## config.mk

```make
export PLATFORM = sky130hd
export DESIGN_NAME = ext_unit_pipe_flat
export DESIGN_NICKNAME = d
export VERILOG_FILES = /design/src/rtl/ext_unit_pipe_if.sv /design/src/rtl/ext_unit_pipe.sv /design/src/flat_wrapper.sv
export SDC_FILE = /design/constraint.sdc
export NUM_CORES = 1
export LEC_CHECK = 0
export ABC_AREA = 1
export CAP_MARGIN = 10
export CORE_ASPECT_RATIO = 1.2
export CORE_MARGIN = 5
export CORE_UTILIZATION = 50
export CTS_BUF_LIST = sky130_fd_sc_hd__clkbuf_8
export DETAILED_ROUTE_END_ITERATION = 8
export PLACE_DENSITY = 0.76
export SLEW_MARGIN = 30
export SYNTH_ARGS = -nofsm -noshare
export SYNTH_HDL_FRONTEND = slang
export SYNTH_SLANG_ARGS = --single-unit
```

## constraint.sdc

```tcl
create_clock -name Clk -period 4.6 [get_ports Clk]
set_input_delay 0.92 -clock Clk [delete_from_list [all_inputs] [get_ports Clk]]
set_output_delay 0.92 -clock Clk [all_outputs]
set_load 0.01 [all_outputs]
```

## src/rtl/ext_unit_pipe_if.sv

```systemverilog
// Handshake bundle for the extension unit: input side (valid/ready, field,
// mode, tag), output side (valid/ready, word, tag) and buffer occupancy.
interface ext_unit_pipe_if #(
    parameter int IN_W  = 16,
    parameter int OUT_W = 32,
    parameter int TAG_W = 5
);
    logic             in_valid;
    logic             in_ready;
    logic [IN_W-1:0]  in_data;
    logic [1:0]       in_mode;
    logic [TAG_W-1:0] in_tag;
    logic             out_valid;
    logic             out_ready;
    logic [OUT_W-1:0] out_data;
    logic [TAG_W-1:0] out_tag;
    logic [1:0]       occupancy;

    // master: decode side producing operands and ID/EX side consuming them
    modport master (
        output in_valid, in_data, in_mode, in_tag, out_ready,
        input  in_ready, out_valid, out_data, out_tag, occupancy
    );

    // slave: the extension unit itself
    modport slave (
        input  in_valid, in_data, in_mode, in_tag, out_ready,
        output in_ready, out_valid, out_data, out_tag, occupancy
    );
endinterface

```

## src/rtl/ext_unit_pipe.sv

```systemverilog
// Registered immediate extension unit (SEXT/ZEXT/UPPER/SEXT_SHL2) feeding a
// 2-entry output FIFO. Ports: Clk, Reset (sync, high), flush, bus (slave).
module ext_unit_pipe #(
    parameter int IN_W  = 16,
    parameter int OUT_W = 32,
    parameter int TAG_W = 5
) (
    input  logic            Clk,
    input  logic            Reset,
    input  logic            flush,
    ext_unit_pipe_if.slave  bus
);

    localparam int PAD_W = OUT_W - IN_W;

    generate
        if (IN_W < 2 || IN_W >= OUT_W) begin : g_bad_width
            $error("ext_unit_pipe: need 2 <= IN_W < OUT_W");
        end
    endgenerate

    typedef enum logic [1:0] {
        M_SEXT  = 2'd0,
        M_ZEXT  = 2'd1,
        M_UPPER = 2'd2,
        M_SHL2  = 2'd3
    } mode_e;

    // ---------------------------------------------------------------
    // Extension datapath
    // ---------------------------------------------------------------
    logic [OUT_W-1:0] sext_w;
    logic [OUT_W-1:0] zext_w;
    logic [OUT_W-1:0] upper_w;
    logic [OUT_W-1:0] shl2_w;
    logic [OUT_W-1:0] ext_w;

    assign sext_w  = {{PAD_W{bus.in_data[IN_W-1]}}, bus.in_data};
    assign zext_w  = {{PAD_W{1'b0}}, bus.in_data};
    assign upper_w = {bus.in_data, {PAD_W{1'b0}}};
    // branch offset: top two sign bits fall off the word
    assign shl2_w  = {sext_w[OUT_W-3:0], 2'b00};

    always_comb begin
        ext_w = sext_w;
        unique case (mode_e'(bus.in_mode))
            M_SEXT:  ext_w = sext_w;
            M_ZEXT:  ext_w = zext_w;
            M_UPPER: ext_w = upper_w;
            M_SHL2:  ext_w = shl2_w;
            default: ext_w = sext_w;
        endcase
    end

    // ---------------------------------------------------------------
    // 2-entry FIFO state
    // ---------------------------------------------------------------
    logic [OUT_W-1:0] data_q [2];
    logic [TAG_W-1:0] tag_q  [2];
    logic             wr_q;
    logic             rd_q;
    logic [1:0]       cnt_q;
    logic [1:0]       cnt_d;

    logic push;
    logic pop;
    logic full;
    logic empty;

    assign full  = (cnt_q == 2'd2);
    assign empty = (cnt_q == 2'd0);

    // ready looks only at stored state and the squash inputs, never at
    // out_ready, so no combinational path crosses the buffer
    assign bus.in_ready  = ~full & ~flush & ~Reset;
    assign bus.out_valid = ~empty;
    assign bus.out_data  = data_q[rd_q];
    assign bus.out_tag   = tag_q[rd_q];
    assign bus.occupancy = cnt_q;

    assign push = bus.in_valid & bus.in_ready;
    assign pop  = bus.out_valid & bus.out_ready;

    always_comb begin
        cnt_d = cnt_q;
        unique case ({push, pop})
            2'b10:   cnt_d = cnt_q + 2'd1;
            2'b01:   cnt_d = cnt_q - 2'd1;
            default: cnt_d = cnt_q;
        endcase
    end

    always_ff @(posedge Clk) begin
        if (Reset) begin
            // slots are cleared too so the head reads zero after reset
            cnt_q     <= 2'd0;
            wr_q      <= 1'b0;
            rd_q      <= 1'b0;
            data_q[0] <= '0;
            data_q[1] <= '0;
            tag_q[0]  <= '0;
            tag_q[1]  <= '0;
        end else if (flush) begin
            // squash: drop contents, keep stale slot data
            cnt_q <= 2'd0;
            wr_q  <= 1'b0;
            rd_q  <= 1'b0;
        end else begin
            cnt_q <= cnt_d;
            if (push) begin
                data_q[wr_q] <= ext_w;
                tag_q[wr_q]  <= bus.in_tag;
                wr_q         <= ~wr_q;
            end
            if (pop) begin
                rd_q <= ~rd_q;
            end
        end
    end

endmodule

```

## src/flat_wrapper.sv

```systemverilog
// flat-port wrapper written by rule: the top's interface ports become plain ports
module ext_unit_pipe_flat 
#(
    parameter int IN_W  = 16,
    parameter int OUT_W = 32,
    parameter int TAG_W = 5
)
  (Clk, Reset, flush, bus_in_valid, bus_in_data, bus_in_mode, bus_in_tag, bus_out_ready, bus_in_ready, bus_out_valid, bus_out_data, bus_out_tag, bus_occupancy);
  ext_unit_pipe_if #(.IN_W(IN_W), .OUT_W(OUT_W), .TAG_W(TAG_W)) bus_i ();
  input  logic Clk;
  input  logic Reset;
  input  logic flush;
  input wire logic [$bits(bus_i.in_valid)-1:0] bus_in_valid;
  input wire logic [$bits(bus_i.in_data)-1:0] bus_in_data;
  input wire logic [$bits(bus_i.in_mode)-1:0] bus_in_mode;
  input wire logic [$bits(bus_i.in_tag)-1:0] bus_in_tag;
  input wire logic [$bits(bus_i.out_ready)-1:0] bus_out_ready;
  output wire logic [$bits(bus_i.in_ready)-1:0] bus_in_ready;
  output wire logic [$bits(bus_i.out_valid)-1:0] bus_out_valid;
  output wire logic [$bits(bus_i.out_data)-1:0] bus_out_data;
  output wire logic [$bits(bus_i.out_tag)-1:0] bus_out_tag;
  output wire logic [$bits(bus_i.occupancy)-1:0] bus_occupancy;
  assign bus_i.in_valid = bus_in_valid;
  assign bus_i.in_data = bus_in_data;
  assign bus_i.in_mode = bus_in_mode;
  assign bus_i.in_tag = bus_in_tag;
  assign bus_i.out_ready = bus_out_ready;
  assign bus_in_ready = bus_i.in_ready;
  assign bus_out_valid = bus_i.out_valid;
  assign bus_out_data = bus_i.out_data;
  assign bus_out_tag = bus_i.out_tag;
  assign bus_occupancy = bus_i.occupancy;
  ext_unit_pipe #(.IN_W(IN_W), .OUT_W(OUT_W), .TAG_W(TAG_W)) u_core (.Clk(Clk), .Reset(Reset), .flush(flush), .bus(bus_i));
endmodule
```

# After elaboration in Yosys (flattened, before gate mapping)
# Memory sizes are Yosys's and may differ from the RTL's. A register that Yosys moved wholly into a read port is not among the register bits.
# Index checks and enable logic that the tools add are counted.
op_classes:
  reduce_logical: 6
  add_sub_neg: 2
  n_mux: 18
  bitwise: 10
  n_eq_ne: 6
op_table:
  columns: ["operator", "n"]
  rows:
  - ["$pmux W32 S4", 1]
  - ["$mux W32", 1]
  - ["$reduce_or A32 Y1", 1]
  - ["$mux W1", 14]
  - ["$eq A2 B2 Y1 const B", 4]
  - ["$not A1 Y1", 6]
  - ["$mux W5", 1]
  - ["$reduce_or A5 Y1", 1]
  - ["$and A1 B1 Y1", 4]
  - ["$eq A2 B1 Y1 const B", 2]
  - ["$logic_not A2 Y1", 2]
  - ["$pmux W2 S2", 1]
  - ["$add A2 B1 Y2 const B", 1]
  - ["$reduce_bool A2 Y1", 1]
  - ["$reduce_or A2 Y1", 1]
  - ["$sub A2 B1 Y2 const B", 1]
word_totals:
  ramBits: 74
  memories: 2
  word_cells: 47
  output_inout_bits: 41
  input_bits: 28
  ff_bits: 4
mem_list:
  columns: ["name", "words", "word_bits", "read_ports", "rd_clocked_by_memory_dff", "wr", "line", "rtl"]
  rows:
  - ["u_core.data_q", 2, 32, 1, 1, 2, "ext_unit_pipe.sv:58", "logic [OUT_W-1:0] data_q [2];"]
  - ["u_core.tag_q", 2, 5, 1, 1, 2, "ext_unit_pipe.sv:59", "logic [TAG_W-1:0] tag_q [2];"]

# Depth between registers and ports, before layout
# Gate-level depths: netlist (run 1).
logic_depth:
  word_depth: 11
  depth_mapped: 10
  ltp_nobuf: 10

# Least setup slack after synthesis (run 1)
# Ideal clock, no wire load.
synth_path:
  kind: "input port to flip-flop"
  from: "in flush"
  to: "mem u_core.data_q[1][0] (enable)"
  t_required_ns: 4.205
  arrival_time_ns: 2.319
  setup_ns: 0.395
  slack_ns: 1.886
  cell_stages: 5
  path_buffers: 2
  path_cell_list: "nor2_4 nand4_2 buf_4 buf_6 nand2_1"
synth_lines:
  columns: ["element", "line", "rtl"]
  rows:
  - ["from (decl)", "flat_wrapper.sv:12", "input logic flush;"]
  - ["to (decl)", "ext_unit_pipe.sv:58", null]

==> results.json, run 1 <==
{
  "result_of_the_run": "finished clean",
  "max_freq_ghz": 0.290,
  "final_number_of_setup_violating_endpoints": 0,
  "drt-wirelength-per-cell_um": 15.9,
  "setup_repair_after_global_routing_missed_its_margin": "no",
  "synth_edf_count": 74,
  "grt_max_degree": 40,
  "n_fill_cell": 598,
  "synth.top_cell.area_share_pct": 59.8,
  "asyncSetResetFlopFracSynth_pct": 0,
  "post_route_cells_drive_above_1_share_pct": 16.5,
  "clk_latency_ns": 0.35,
  "setup_tns_ns": 0,
  "post_synth_most_frequent_cells": "sky130_fd_sc_hd__nor2_1, sky130_fd_sc_hd__edfxtp_1, sky130_fd_sc_hd__inv_1",
  "clock-skew-final_ns": 0.00729,
  "syn-mean-instance-area_um2": 11.2,
  "numCtsBuffers": 9,
  "crit_path_start_kind": "flip-flop",
  "rows": 34,
  "postCtsSetupRepairBufs": 0,
  "clockRootBuffer": "sky130_fd_sc_hd__clkbuf_8",
  "initial_utilization_pct": 51.4,
  "postCtsHoldBufs": 0,
  "timing.critical_path.to_type": "output port",
  "final_net_count": 429,
  "synth.lib_cells_used.distinct": 24,
  "grt_antenna_before_repair": 0,
  "synthesis.nets": 362,
  "timing.max_cap.violations": 0,
  "dp_hpwl_mm": 5.15,
  "synthTopCellsByArea": "sky130_fd_sc_hd__edfxtp_1, sky130_fd_sc_hd__nor2_1, sky130_fd_sc_hd__mux2_2",
  "placed_cells_incl_taps": 479,
  "area.growth.synth_to_final_pct": 25.5,
  "post-route-min-period_ns": 3.45,
  "p_per_area_nw_per_um2": 348,
  "clock_pin_slew_on_the_worst_setup_and_hold_paths_ns": 0.07,
  "globalRoute.totalOverflow": 0,
  "crit_required_ns": 3.68,
  "timing_hold_violations_final": 0,
  "synth_flop_cell": "sky130_fd_sc_hd__edfxtp_1",
  "chipWidth_um": 88.7,
  "final_cell_area_um2": 4670,
  "cts_num_sinks": 79,
  "drt.antenna.violating_nets": 0,
  "slew-limit-headroom_pct": 44.2,
  "io_pins": 69,
  "yosysMostFrequentCell": "sky130_fd_sc_hd__nor2_1",
  "post_dp_cell_area_um2": 4430,
  "total_power_mw": 1.62,
  "post_synthesis_sequential_element_count": 79,
  "seq_area_frac_synth_pct": 62.5,
  "first_iter_violations": 240,
  "synth_warnings": 0,
  "clock_path_buffers": 2,
  "cts_tree": "done",
  "num_antenna_cells": 0,
  "vdd_drop_max_mv": 0.204,
  "placement.io_buffers": 68,
  "post_cts_resized": 0,
  "regArea_um2": 2320,
  "drt_drc_violations_left": 0,
  "period_share_pct": 75.0,
  "hold_class": "reg -> reg",
  "route.detailed.vias_per_inst": 5.16,
  "netlist_area_um2": 3720,
  "vias": 2556,
  "globalplace.congestion": 0.798,
  "fp.dieArea_um2": 9270,
  "htreeDepth": 3,
  "multi_input_area_um2": 1120,
  "postSynthCellCount": 333,
  "tightestPinTransition_ns": 0.835,
  "drt-total-wl_mm": 7.87,
  "grt_pass1_wl_mm": 12.6,
  "synth.largest_area_cell": "sky130_fd_sc_hd__edfxtp_1",
  "cellLeakagePower_nw": 1.82,
  "grt_pass1_vias": 2557,
  "finish.cell_count_without_fillers": 495,
  "cp.arrival_ns": 2.53,
  "setup.worst_path.class": "reg -> out",
  "fp.dieH_um": 104,
  "core_um2": 7230,
  "report.final.slew_viol_count": 0,
  "drtPass1Iterations": 4,
  "track_usage_pct": 17.9,
  "worst-path-max-fanout": 20
}
[flip-flops by register name, summed over array words and instances, names as in the netlist, named ones only]
name                  flops
u_core.bus.occupancy      2
u_core.data_q            64
u_core.rd_q               1
u_core.tag_q             10
u_core.wr_q               1
[final timing paths]
check	start	endpoint	slack (ns)	cells past startpoint
hold / removal	u_core.rd_q	u_core.rd_q	0.51	2
setup reg to reg	u_core.bus.occupancy[0]	u_core.data_q[0][15]	2.70	6
hold reg to reg	u_core.rd_q	u_core.rd_q	0.51	2
setup / recovery	flip-flop	bus_out_data[17]	1.15	3
[routing by layer]
layer | share of wire [%] | GRT usage, %
met5 | 0 | 0
met4 | 1.2 | 5.83
met3 | 6.5 | 3.72
met2 | 52 | 29.8
met1 | 40 | 22.9
[cell type report]
type | instances | share of cell area, %
flip-flops and latches | 79 | 49.8
multi-input cells | 195 | 23.9
well taps | 90 | 2.41
clock inverters | 7 | 2.44
repair buffers | 73 | 15.4
clock buffers | 9 | 2.65
inverters | 42 | 3.38
[cells in the final DEF, fill, tap and decap left out, drive strengths merged]
master | synthesis | final
nor2 | 114 | 114
edfxtp | 74 | 74
clkdlybuf4s50 | 0 | 68
inv | 42 | 44
mux2 | 37 | 37
nand2 | 20 | 20
o22ai | 13 | 13
clkbuf | 3 | 9
dfxtp | 5 | 5
buf | 14 | 5
bufinv | 0 | 3
nand4 | 2 | 2
o21ai | 2 | 2
o21a | 1 | 1
nand3 | 1 | 1
or2 | 1 | 1
a21boi | 1 | 1
nor3 | 1 | 1
a21oi | 1 | 1
ha | 1 | 1
clkinvlp | 0 | 1
clkinv | 0 | 1
[cell families (layout without fill, tap and decap cells)]
family / after synthesis / after routing / synth area share [%]
flip-flops: 79 / 79 / 62.5
AND/OR/NAND/NOR: 139 / 139 / 15.5
buffers and inverters: 59 / 131 / 7.47
multiplexers: 37 / 37 / 11.2
AO/OA/AOI/OAI: 18 / 18 / 3.00
adder cells (fa/ha/maj): 1 / 1 / 0.337
[power breakdown]
group | switching (mW) | total (mW) | internal (mW) | leakage [nW]
Sequential | 0.00898 | 0.828 | 0.819 | 0.804
Clock | 0.246 | 0.603 | 0.357 | 0.122
Combinational | 0.0976 | 0.191 | 0.0930 | 0.898
Total | 0.352 | 1.62 | 1.27 | 1.82
[metrics by stage]
step / hold slack [ns] / setup slack (ns) / utilization [%]
CTS: 0.523 / 1.11 / 64.5
global route: 0.578 / 1.05 / 64.5
floorplan: 0.467 / 1.89 / -
detailed placement: 0.492 / 1.30 / 61.2
finish: 0.512 / 1.15 / 64.5
global placement: 0.481 / 1.32 / 61.2
[critical path: stages (launching register included)]
cell and delay (ns):
sky130_fd_sc_hd__dfxtp_1 0.87, sky130_fd_sc_hd__buf_4 0.43, sky130_fd_sc_hd__mux2_2 0.40, sky130_fd_sc_hd__clkdlybuf4s50_1 0.48
Note: power is estimated with default switching activity, not from simulation.
==> inputs of run 2 (changes only) <==
CORE_UTILIZATION = 49   (was 50)
PLACE_DENSITY = 0.78   (was 0.76)
clock period = 3 ns   (was 4.6 ns; I/O delays follow)
==> run 2 against run 1 <==
Compared with the run above: power up 46%; sequential cell count unchanged; critical path depth increased by 1; utilization fell by 1.1 points; critical path type is now in -> out; via count shrank 1.6%; register-to-register slack worse by 1.3 ns.
==> results.json, run 2 (synthesis results as in run 1) <==
{
  "result_of_the_run": "finished clean",
  "rows": 34,
  "initial_utilization_pct": 50.8,
  "worst-path-max-fanout": 8,
  "post_cts_resized": 0,
  "max_freq_ghz": 0.381,
  "post_dp_cell_area_um2": 4440,
  "clk_latency_ns": 0.33,
  "globalplace.congestion": 0.874,
  "grt_pass1_vias": 2592,
  "layout.cells.most_common_list": "sky130_fd_sc_hd__nor2_1, sky130_fd_sc_hd__edfxtp_1, sky130_fd_sc_hd__clkdlybuf4s50_1, sky130_fd_sc_hd__inv_1, sky130_fd_sc_hd__mux2_2",
  "final_net_count": 430,
  "crit_required_ns": 2.40,
  "fin_hold_ws_ns": 0.510,
  "clock_pin_slew_on_the_worst_setup_and_hold_paths_ns": 0.07,
  "timing_hold_violations_final": 0,
  "post-route-min-period_ns": 2.62,
  "setup_tns_ns": 0,
  "setup.worst_path.class": "in -> out",
  "drtPass1Iterations": 4,
  "chipWidth_um": 89.5,
  "numCtsBuffers": 9,
  "largest_register_ff_count": 64,
  "drt.antenna.violating_nets": 0,
  "report.final.slew_viol_count": 0,
  "cp-startpoint": "flush",
  "r2r_cells": 5,
  "setup_repair_after_global_routing_missed_its_margin": "no",
  "core_um2": 7320,
  "crit_path_start_kind": "input pin",
  "grt_pass1_wl_mm": 12.6,
  "globalRoute.totalOverflow": 0,
  "timing.max_cap.violations": 0,
  "power.sequential.fraction_pct": 53.5,
  "combinationalPowerShare_pct": 12.3,
  "clock-skew-final_ns": 0.00876,
  "route.detailed.vias_per_inst": 5.07,
  "mostFrequentLayoutCell": "sky130_fd_sc_hd__nor2_1",
  "track_usage_pct": 17.4,
  "io_pins": 69,
  "fp.dieH_um": 105,
  "cts_tree": "done",
  "p_int_mw": 1.86,
  "final_cell_area_um2": 4640,
  "cp.arrival_ns": 2.02,
  "postCtsSetupRepairBufs": 0,
  "num_antenna_cells": 0,
  "grt_antenna_before_repair": 0,
  "dp_hpwl_mm": 5.16,
  "setup.reg_to_reg.worst_slack_ns": 1.42,
  "clockRootBuffer": "sky130_fd_sc_hd__clkbuf_8",
  "period_share_pct": 87.4,
  "post_route_cells_drive_above_1_share_pct": 16.3,
  "htreeDepth": 3,
  "vdd_drop_max_mv": 0.222,
  "grt_max_degree": 39,
  "timing.rr.start": "u_core.bus.occupancy[0]",
  "cellLeakagePower_nw": 1.82,
  "hold_class": "reg -> reg",
  "final_number_of_setup_violating_endpoints": 0,
  "first_iter_violations": 231,
  "largest_register": "u_core.data_q",
  "slew-limit-headroom_pct": 66.0,
  "vias": 2516,
  "power.switching_mw": 0.520,
  "worstSetupEndpoint": "bus_in_ready",
  "clkPwrFrac_pct": 34.2,
  "area.growth.synth_to_final_pct": 24.8,
  "drt-total-wl_mm": 7.75,
  "placement.io_buffers": 68,
  "timing.critical_path.to_type": "output port",
  "tightestPinTransition_ns": 0.510,
  "cts_num_sinks": 79,
  "postCtsHoldBufs": 0,
  "fp.dieArea_um2": 9440,
  "timing.rr.end": "u_core.data_q[0][16]",
  "drt_drc_violations_left": 0,
  "clock_path_buffers": 2,
  "drt-wirelength-per-cell_um": 15.6,
  "switching_share_pct": 21.9,
  "p_per_area_nw_per_um2": 512
}
==> run 2: routing by layer <==
| metal | wire, um | vias up | share of wire, % | track usage, % |
|---|---|---|---|---|
| met5 | 0 | - | 0 | 0 |
| met4 | 115 | 0 | 1.5 | 6.17 |
| met3 | 363 | 13 | 4.7 | 2.50 |
| met2 | 4100 | 74 | 53 | 30.0 |
| met1 | 3180 | 1194 | 41 | 21.8 |
| li1 | - | 1235 | - | - |
==> run 2: power groups by stage <==
stage	sequential [mW]	clock, mW	combinational [mW]
floorplan	1.29	0	0.154
global placement	1.29	0	0.290
detailed placement	1.29	0	0.294
CTS	1.27	0.816	0.296
global route	1.27	0.868	0.319
finish	1.27	0.814	0.292
==> run 2: worst min-delay path by stage <==
| stage | slack [ns] | from | depth (start not counted) | endpoint |
|---|---|---|---|---|
| after CTS | 0.51 | u_core.rd_q | 2 | flip-flop |
| after floorplan | 0.47 | u_core.rd_q | 2 | flip-flop |
| after detailed placement | 0.49 | u_core.rd_q | 2 | flip-flop |
| after global routing | 0.55 | u_core.rd_q | 2 | flip-flop |
| final | 0.51 | u_core.rd_q | 2 | flip-flop |
| after global placement | 0.48 | u_core.rd_q | 2 | u_core.rd_q |
==> run 2: layout make-up <==
| cell class | count | area (um2) |
|---|---|---|
| clock buffer | 9 | 124 |
| clock inverter | 7 | 80.1 |
| fill | 599 | 2680 |
| inverter | 42 | 158 |
| multi-input combinational | 195 | 1120 |
| sequential | 79 | 2320 |
| tap | 90 | 113 |
| timing repair buffer | 74 | 726 |
==> run 2: through the flow <==
| step | setup WS (ns) | cells | power, mW | util [%] |
|---|---|---|---|---|
| 6_report | 0.377 | 496 | 2.38 | 63.4 |
| 5_1_grt | 0.229 | 496 | 2.46 | 63.4 |
| 3_3_place_gp | 0.394 | 480 | 1.58 | 60.6 |
| 2_1_floorplan | 0.606 | 333 | 1.44 | - |
| 3_5_place_dp | 0.361 | 480 | 1.59 | 60.6 |
| 4_1_cts | 0.359 | 496 | 2.38 | 63.4 |
==> run 2: critical path: stages <==
cell,delay [ns]
sky130_fd_sc_hd__clkdlybuf4s50_1,0.44
sky130_fd_sc_hd__nor2_4,0.22
sky130_fd_sc_hd__a21boi_0,0.20
sky130_fd_sc_hd__clkdlybuf4s50_1,0.56
==> inputs of run 3 (changes only) <==
CORE_UTILIZATION = 25   (was 49)
PLACE_DENSITY = 0.45   (was 0.78)
==> run 3 against run 2 <==
Compared with the run above: non-clock buffer count increased by 2; die area increased by 85%; worst setup slack got worse by 0.011 ns; final cell count increased by 23%; via count increased by 1.0%; first-iteration DRC count decreased by 61%; combinational power increased by 4%; clock-buffer cell count unchanged; global-route usage decreased by 6.4 points; register-to-register slack improved by 0.08 ns; utilization decreased by 30 points; power decreased by 0.58%; largest power group unchanged.
==> results.json, run 3 (synthesis results as in run 1) <==
{
  "initial_utilization_pct": 25.7,
  "holdCritStartpoint": "u_core.rd_q",
  "critical_path.n_buffers_inverters": 2,
  "numCtsBuffers": 9,
  "clock-skew-final_ns": 0.00367,
  "grt_pass1_wl_mm": 14.3,
  "fin_hold_ws_ns": 0.511,
  "final_number_of_setup_violating_endpoints": 0,
  "setup.worst_path.class": "in -> out",
  "cts_num_sinks": 79,
  "setup_tns_ns": 0,
  "dp_hpwl_mm": 6.06,
  "period_share_pct": 87.8,
  "drt_drc_violations_left": 0,
  "report.final.slew_viol_count": 0,
  "clk_latency_ns": 0.35,
  "cellLeakagePower_nw": 1.82,
  "max_freq_ghz": 0.380,
  "max_stage_delay_ns": 0.56,
  "route.detailed.vias_per_inst": 4.18,
  "clock_pin_slew_on_the_worst_setup_and_hold_paths_ns": 0.08,
  "first_iter_violations": 90,
  "timing.max_cap.violations": 0,
  "htreeDepth": 3,
  "post_route_cells_drive_above_1_share_pct": 17.6,
  "drtPass1Iterations": 4,
  "drt-total-wl_mm": 9.04,
  "worst-path-max-fanout": 8,
  "grt_pass1_vias": 2733,
  "globalplace.congestion": 0.749,
  "slew-limit-headroom_pct": 68.2,
  "core_um2": 14500,
  "timing.critical_path.cells": "clkdlybuf4s50_1 > nor2_4 > a21boi_0 > clkdlybuf4s50_1",
  "timing_hold_violations_final": 0,
  "timing.rr.start": "u_core.bus.occupancy[0]",
  "grt_antenna_before_repair": 0,
  "hold_path_depth": 2,
  "rows": 48,
  "postCtsSetupRepairBufs": 0,
  "chipWidth_um": 121,
  "timing.rr.end": "u_core.bus.occupancy[1]",
  "result_of_the_run": "finished clean",
  "io_pins": 69,
  "placement.io_buffers": 68,
  "cp.arrival_ns": 2.03,
  "crit_required_ns": 2.40,
  "fp.dieArea_um2": 17400,
  "worst_path_dominant_cell_family": "buffers and inverters",
  "final_net_count": 432,
  "layout.cells.most_common_list": "sky130_fd_sc_hd__nor2_1, sky130_fd_sc_hd__edfxtp_1, sky130_fd_sc_hd__clkdlybuf4s50_1, sky130_fd_sc_hd__inv_1, sky130_fd_sc_hd__mux2_2",
  "setup_repair_after_global_routing_missed_its_margin": "no",
  "mostFrequentLayoutCell": "sky130_fd_sc_hd__nor2_1",
  "num_antenna_cells": 0,
  "timing.critical_path.mode_cell": "sky130_fd_sc_hd__clkdlybuf4s50_1",
  "vias": 2542,
  "clock_path_buffers": 2,
  "crit_path_start_kind": "input pin",
  "post-route-min-period_ns": 2.63,
  "globalRoute.totalOverflow": 0,
  "drt-wirelength-per-cell_um": 14.9,
  "post_cts_resized": 0,
  "cts_tree": "done",
  "largest_register_ff_count": 64,
  "drt.antenna.violating_nets": 0,
  "cpMaxStageDelayCell": "sky130_fd_sc_hd__clkdlybuf4s50_1",
  "largest_register": "u_core.data_q",
  "r2r_cells": 10,
  "hold_class": "reg -> reg",
  "setup.reg_to_reg.worst_slack_ns": 1.50,
  "track_usage_pct": 10.9,
  "fp.dieH_um": 144,
  "tightestPinTransition_ns": 0.476,
  "timing.critical_path.to_type": "output port",
  "p_per_area_nw_per_um2": 492,
  "vdd_drop_max_mv": 0.175,
  "postCtsHoldBufs": 0,
  "grt_max_degree": 39,
  "clockRootBuffer": "sky130_fd_sc_hd__clkbuf_8",
  "area.growth.synth_to_final_pct": 29.1
}
[run 3: layout make-up]
type                       instances  area, um2
multi-input combinational        195       1120
clock inverter                     7       72.6
sequential                        79       2320
inverter                          42        158
fill                            1497       9680
tap                              200        250
clock buffer                       9        124
timing repair buffer              76        753
[run 3: metrics by stage]
stage / total power, mW / setup slack, ns / util (%) / area [um2] / instances
6_report: 2.36 / 0.365 / 33.2 / 4800 / 608
5_1_grt: 2.47 / 0.256 / 33.2 / 4800 / 608
4_1_cts: 2.40 / 0.342 / 33.2 / 4800 / 608
3_5_place_dp: 1.60 / 0.339 / 31.8 / 4600 / 592
3_3_place_gp: 1.60 / 0.360 / 31.8 / 4600 / 592
2_1_floorplan: 1.44 / 0.606 / - / 3720 / 333
[run 3: tightest hold or removal path, delay by kind of cell, from the launching register on]
| kind | cells | cell delay (ns) |
|---|---|---|
| flip-flops | 1 | 0.34 |
| AND/OR/NAND/NOR | 2 | 0.14 |
[run 3: worst max-delay path by stage]
| stage | start | to | depth (start not counted) |
|---|---|---|---|
| global route | flush | bus_in_ready | 4 |
| CTS | flush | bus_in_ready | 4 |
| global placement | flush | bus_in_ready | 4 |
| detailed placement | flush | bus_in_ready | 4 |
| floorplan | flush | u_core.data_q[1][0] | 5 |
| finish | flush | bus_in_ready | 4 |
[run 3: where the power goes]
group	internal, mW	switching (mW)	total, mW
sequential	1.26	0.0117	1.27
clock	0.386	0.406	0.792
combinational	0.146	0.157	0.303
[run 3: per-layer routing]
layer,GRT usage (%),part of all wire [%]
met5,0,0
met4,4.60,0.68
met3,2.76,4.4
met2,18.6,49
met1,13.2,45
